`src/rtl/pe_row16_pkg.sv`:
```
// Shared definitions for the 16-PE multiply-accumulate row: operand width,
// row length and the derived result/counter widths.
package pe_row16_pkg;
    localparam int conv16_width = 8;
    localparam int PE_NUM       = 16;
    localparam int PSUM_W       = 2 * conv16_width;
    localparam int CNT_W        = $clog2(PE_NUM);

    typedef logic [conv16_width-1:0] operand_t;
    typedef logic [PSUM_W-1:0]       psum_t;
endpackage

```
`src/rtl/pe_row16_pe_unit.sv`:
```
// One processing element: holds an activation/weight pair, forwards it to the
// next PE in the shift chain and presents the full-width unsigned product.
module pe_unit
    import pe_row16_pkg::*;
(
    input  logic     clk,
    input  logic     rstn,
    input  logic     en,
    input  operand_t x_in,
    input  operand_t w_in,
    output operand_t x_out,
    output operand_t w_out,
    output psum_t    prod
);

    operand_t x_reg;
    operand_t w_reg;

    always_ff @(posedge clk or negedge rstn) begin
        if (!rstn) begin
            x_reg <= '0;
            w_reg <= '0;
        end else if (en) begin
            x_reg <= x_in;
            w_reg <= w_in;
        end
    end

    assign x_out = x_reg;
    assign w_out = w_reg;
    assign prod  = psum_t'(x_reg) * psum_t'(w_reg);

endmodule

```
`src/rtl/pe_row16.sv`:
```
// Row of 16 PEs fed as a shift chain; every 16 enabled captures the products
// are summed (modulo the result width) and published with a one-cycle pulse.
module pe_row16
    import pe_row16_pkg::*;
(
    input  logic     clk,
    input  logic     rstn,
    input  logic     en,
    input  operand_t i_r,
    input  operand_t i_f,
    output psum_t    o_psum,
    output logic     end_pe
);

    operand_t           x_q  [PE_NUM];
    operand_t           w_q  [PE_NUM];
    psum_t              prod [PE_NUM];
    psum_t              lvl  [PE_NUM];
    psum_t              tree_sum;
    logic [CNT_W-1:0]   cnt_reg;
    logic               pending_reg;
    psum_t              psum_reg;
    logic               end_pe_reg;

    for (genvar gi = 0; gi < PE_NUM; gi++) begin : g_pe
        if (gi == 0) begin : g_head
            pe_unit u_pe (
                .clk   (clk),
                .rstn  (rstn),
                .en    (en),
                .x_in  (i_r),
                .w_in  (i_f),
                .x_out (x_q[gi]),
                .w_out (w_q[gi]),
                .prod  (prod[gi])
            );
        end else begin : g_body
            pe_unit u_pe (
                .clk   (clk),
                .rstn  (rstn),
                .en    (en),
                .x_in  (x_q[gi-1]),
                .w_in  (w_q[gi-1]),
                .x_out (x_q[gi]),
                .w_out (w_q[gi]),
                .prod  (prod[gi])
            );
        end
    end

    // Pairwise reduction; carries out of the result width are dropped.
    always_comb begin
        for (int i = 0; i < PE_NUM; i++) begin
            lvl[i] = prod[i];
        end
        for (int s = PE_NUM / 2; s >= 1; s = s / 2) begin
            for (int i = 0; i < s; i++) begin
                lvl[i] = lvl[2*i] + lvl[2*i+1];
            end
        end
        tree_sum = lvl[0];
    end

    // pending_reg marks that the last edge captured the 16th sample, so the
    // chain now holds a full window; the sum is taken from pre-edge contents.
    always_ff @(posedge clk or negedge rstn) begin
        if (!rstn) begin
            cnt_reg     <= '0;
            pending_reg <= 1'b0;
            psum_reg    <= '0;
            end_pe_reg  <= 1'b0;
        end else begin
            if (en) begin
                cnt_reg <= cnt_reg + 1'b1;
            end
            pending_reg <= en && (cnt_reg == CNT_W'(PE_NUM - 1));
            end_pe_reg  <= pending_reg;
            if (pending_reg) begin
                psum_reg <= tree_sum;
            end
        end
    end

    assign o_psum = psum_reg;
    assign end_pe = end_pe_reg;

endmodule

```
`config.mk`:
```
export PLATFORM = sky130hd
export DESIGN_NAME = pe_row16
export DESIGN_NICKNAME = d
export VERILOG_FILES = /design/src/rtl/pe_row16_pkg.sv /design/src/rtl/pe_row16_pe_unit.sv /design/src/rtl/pe_row16.sv
export SDC_FILE = /design/constraint.sdc
export NUM_CORES = 2
export LEC_CHECK = 0
export BUFFER_PORTS_ARGS = -buffer_cell sky130_fd_sc_hd__buf_2
export CORE_UTILIZATION = 50
export CTS_CLUSTER_DIAMETER = 40
export DETAILED_ROUTE_END_ITERATION = 7
export GPL_ROUTABILITY_DRIVEN = 1
export PLACE_DENSITY = 0.74
export SYNTH_ARGS = -nofsm -noshare
export SYNTH_HDL_FRONTEND = slang
export SYNTH_SLANG_ARGS = --single-unit
```
`constraint.sdc`:
```
create_clock -name clk -period 11.3 [get_ports clk]
set_input_delay 0.565 -clock clk [delete_from_list [all_inputs] [get_ports clk]]
set_output_delay 0.565 -clock clk [all_outputs]
set_load 0.03 [all_outputs]
```
---- Yosys cells after proc, flatten, opt, wreduce, memory -nomap -nowiden ----
Cells that the tools add are included.
storage, ports and cells
  register bits ........................... 278
cells by class
  eq/ne operators ......................... 1
  reduce and logical (&&, ||, !) cells .... 1
  add/subtract/negate cells ............... 16
  multiply operators ...................... 16
operator list
  kind                 count
  $mul 8x8->16         16
  $add 16x16->16       15
  $add 4x1->4 const B  1
  $eq 4x4->1 const B   1
  $logic_and 1x1->1    1

---- Logic depth before layout (Yosys ltp) ----
  word-level depth ........................ 5
  gate-level depth with buffers ........... 32

---- Modules after synthesis ----
A second synthesis with hierarchy kept.
second synthesis, totals
  cell total of the unflattened synthesis .. 5121
  area, all modules ....................... 50419.6 µm²
modules (own cells, without submodules)
  module                               area each (µm²)  times used  cells each  seq. area each (µm²)
  pe_unit at g_pe[11].g_body.u_pe ...  2722.6           8           277         400.4
  pe_unit at g_pe[5].g_body.u_pe ...   2716.4           5           277         400.4
  pe_row16                             6916.6           1           689         550.5
  pe_unit at g_pe[4].g_body.u_pe       2720.1           1           277         400.4
  pe_unit at g_pe[10].g_body.u_pe      2715.1           1           277         400.4
  pe_unit at g_pe[0].g_head.u_pe       2705.1           1           277         400.4

---- Worst setup path after synthesis ----
Ideal clock, no wire load.
  kind .................................... reg-to-reg
  start ................................... register g_pe[8].g_body.u_pe.w_reg[3]
  end ..................................... register psum_reg[15], in the netlist o_psum[15]
  required time ........................... 11.175 ns
  arrival ................................. 7.952 ns
  setup time .............................. 0.125 ns
  path buffers ............................ 2
  slack ................................... 3.223 ns
  stages on the path, launching flop included .. 28
  path through ............................ dfrtp_1 clkbuf_1 nand2_1 fa_1 inv_1 fa_1 fa_1 inv_1 fa_1 fa_1 fa_1 fa_1 inv_1 fa_1 fa_1 fa_1 inv_1 fa_1 inv_1 ha_1 clkbuf_1 a21o_1 a21oi_1 o21ai_0 o21a_1 a211oi_2 xnor3_1 mux2_4
between the ends
  cells in the longest elaborated chain, start to end .. 5
RTL lines
  item                          line                    RTL
  from (decl)                   pe_row16_pe_unit.sv:17  operand_t w_reg;
  from (signal assigned)        pe_row16_pe_unit.sv:25  w_reg <= w_in;
  $mul 8x8->16                  pe_row16_pe_unit.sv:31  assign prod = psum_t'(x_reg) * psum_t'(w_reg);
  $add 16x16->16 (4 in series)  pe_row16.sv:58          lvl[i] = lvl[2*i] + lvl[2*i+1];
  to (signal assigned)          pe_row16.sv:79          psum_reg <= tree_sum;
  to (decl)                     pe_row16.sv:22          psum_t psum_reg;
No other way between the ends.
A chain may end at the register's enable or synchronous reset.

---- Worst setup path in the final report ----
  start ................................... register g_pe[8].g_body.u_pe.x_reg[5]
  end ..................................... register psum_reg[15], in the netlist o_psum[15]
between the ends
  cells in the longest elaborated chain, start to end .. 5
RTL lines
  item                          line                    RTL
  from (decl)                   pe_row16_pe_unit.sv:16  operand_t x_reg;
  from (signal assigned)        pe_row16_pe_unit.sv:24  x_reg <= x_in;
  $mul 8x8->16                  pe_row16_pe_unit.sv:31
  $add 16x16->16 (4 in series)  pe_row16.sv:58
No other way between the ends.

==> results.yml <==
synthesis:
  yosys-top-cells-count: "inv_1, fa_1, and2_1"
  syn_nets: 5798
  yosys.area.top_type: "fa_1"
  synth-edff-count: 0
  ys_ff_latch: 278
  synth_most_common_cell: "inv_1"
  ys.flop_type: "dfrtp_1"
  netlist.area_leader.share_pct: 41.5
  synth.top_cells.by_area: "fa_1, dfrtp_1, ha_1, inv_1, and2_1"
  syn_inst: 4418
  synthArstFlopShare_pct: 100
  yosys_warnings: 0
  yosysSeqAreaShare_pct: 15.2
  syn-cell-area_um2: 45700
  synthDistinctLibCells: 38
  syn_area_per_cell_um2: 10.3
cells_and_area:
  drive_above_1_share_pct: 9.75
  area_growth_pct: 7.50
  nNetsFinal: 5729
  diodes: 0
  fillerInstances: 7567
worst_hold_path:
  hold_path_class: "in2async"
place:
  gp_congestion: 0.919
  port_buffers: 35
  dpl.hpwl_um: 94800
routing:
  drt_iter0_drc: 1882
  first_pass_iters: 6
  ant_nets: 0
  routedWlPerCell_um: 20.6
  drc_errors: 0
  vias_per_cell: 5.22
  routed_wl_um: 115000
  route.vias.total: 29090
worst_setup_path:
  r2r-end: "o_psum[15]"
  critical_path_class: "reg2reg"
  reg2reg_from: "g_pe[8].g_body.u_pe.x_out[5]"
  end_kind: "register"
  critPathArrivalTime_ns: 9.16
  reg2reg_slack_ns: 2.64
  cp_slowest_cell: "dfrtp_1"
  cp_max_fo: 10
  reg2reg_depth: 25
  crit_path_start: "g_pe[8].g_body.u_pe.x_out[5]"
  cp-start-kind: "register"
  crit_required_ns: 11.80
  crit_top_cell: "fa_1"
  cp_slowest_stage_delay_ns: 0.77
sta:
  worst_pin_slew_ns: 1.10
  drv_slew: 0
  max_freq_mhz: 116
  post-route-period-util_pct: 76.6
  hold_violations: 0
  finalCriticalPeriod_ns: 8.66
  rsz0062_at_grt: "no"
  maxSlewHeadroom_pct: 26.7
  finClkSkew_ns: 0.0357
  setup_viol: 0
  finalSetupTns_ns: 0
global_route:
  antenna_found_initial: 3
  grt_overflow_total: 0
  grt_pass1_vias: 32439
  grt_pass1_wl_um: 186000
  grt_max_degree: 159
  grtUsageTotal_pct: 26.4
die:
  die_h_um: 304
  die_x_um: 304
  dieArea_um2: 92600
  ios: 36
  coreArea_um2: 90300
  row_count: 110
  start_util_pct: 50.6
cts:
  clock_sinks: 278
  cts_buffers: 66
  post_cts_buffers: 0
  ctsResizeCount: 0
  htreeDepth: 3
  clk_pin_slew_ns: 0.05
  cts_tree: "done"
  ctsHoldBuffers: 0
  root_buffer: "clkbuf_16"
  cts_buffer_depth: 3
  clock_latency_ns: 0.64
run:
  drv_cap: 0
run_status:
  status: "completed"
==> worst max-delay path by stage <==
stage,cells past startpoint,endpoint
2_1_floorplan,27,o_psum[15]
3_3_place_gp,25,o_psum[15]
3_5_place_dp,28,o_psum[15]
4_1_cts,25,o_psum[15]
5_1_grt,28,o_psum[15]
6_report,25,o_psum[15]
==> cell type report <==
cell class	instances	area [um^2]	share of cell area (%)
Sequential cell	278	6960	14.2
Inverter	1187	4460	9.07
Clock inverter	52	696	1.42
Multi-Input combinational cell	2777	33600	68.4
Clock buffer	69	1680	3.43
Tap cell	1176	1470	3.00
Timing Repair Buffer	39	238	0.484
==> metrics by stage <==
step | area, um^2 | hold slack [ns] | util (%) | instances | setup slack (ns)
after floorplan | 45700 | 0.269 | - | 4418 | 3.22
after global placement | 46700 | 0.467 | 51.8 | 5457 | 2.79
after detailed placement | 46700 | 0.469 | 51.8 | 5457 | 2.75
after CTS | 49100 | 0.0258 | 54.4 | 5578 | 2.72
after global routing | 49100 | 0.0705 | 54.4 | 5578 | 2.38
final | 49100 | 0.0131 | 54.4 | 5578 | 2.64
==> routing by layer <==
layer / GRT usage [%] / share of wire (%)
met5: 0 / 0.030
met1: 35.0 / 40
met3: 6.67 / 8.6
met2: 41.3 / 46
met4: 11.0 / 4.5
==> cells in the final DEF, fill, tap and decap left out, types with 4 or more instances in the layout <==
cell        count
a21o_1          6
a21oi_1        12
and2_1        662
buf_2          33
bufinv_16       9
clkbuf_16      66
clkinv_2        4
clkinv_4       11
clkinvlp_4      7
dfrtp_1       278
fa_1          948
ha_1          413
inv_1        1187
inv_6          13
mux2_2        265
nand2_1       370
nand3_1         4
nor2_1          6
nor3_1          4
o21ai_0         5
xnor2_1        48
xor2_1          8
==> cell families (layout without fill, tap and decap cells) <==
| logic type | count (synthesis) | after routing | share of synthesized area [%] |
|---|---|---|---|
| simple gates | 1050 | 1050 | 12.3 |
| compound gates | 42 | 42 | 0.704 |
| xor+xnor | 58 | 58 | 1.16 |
| flops | 278 | 278 | 15.2 |
| mux | 266 | 266 | 6.56 |
| fa+ha+maj | 1361 | 1361 | 52.8 |
| buf+inv | 1363 | 1347 | 11.2 |
==> worst max-delay path: cells and delay by family, from the launching register on <==
family / cells / cell delay [ns]
AO/OA/AOI/OAI: 5 / 0.83
XOR/XNOR: 1 / 0.24
adder cells (fa/ha/maj): 12 / 6.00
buffers and inverters: 5 / 0.26
flip-flops: 1 / 0.77
multiplexers: 1 / 0.26
AND/OR/NAND/NOR: 1 / 0.15
Power is left out: the tool's default activity adds up to more than one toggle a clock period on the data nets, which glitch-free logic cannot reach.
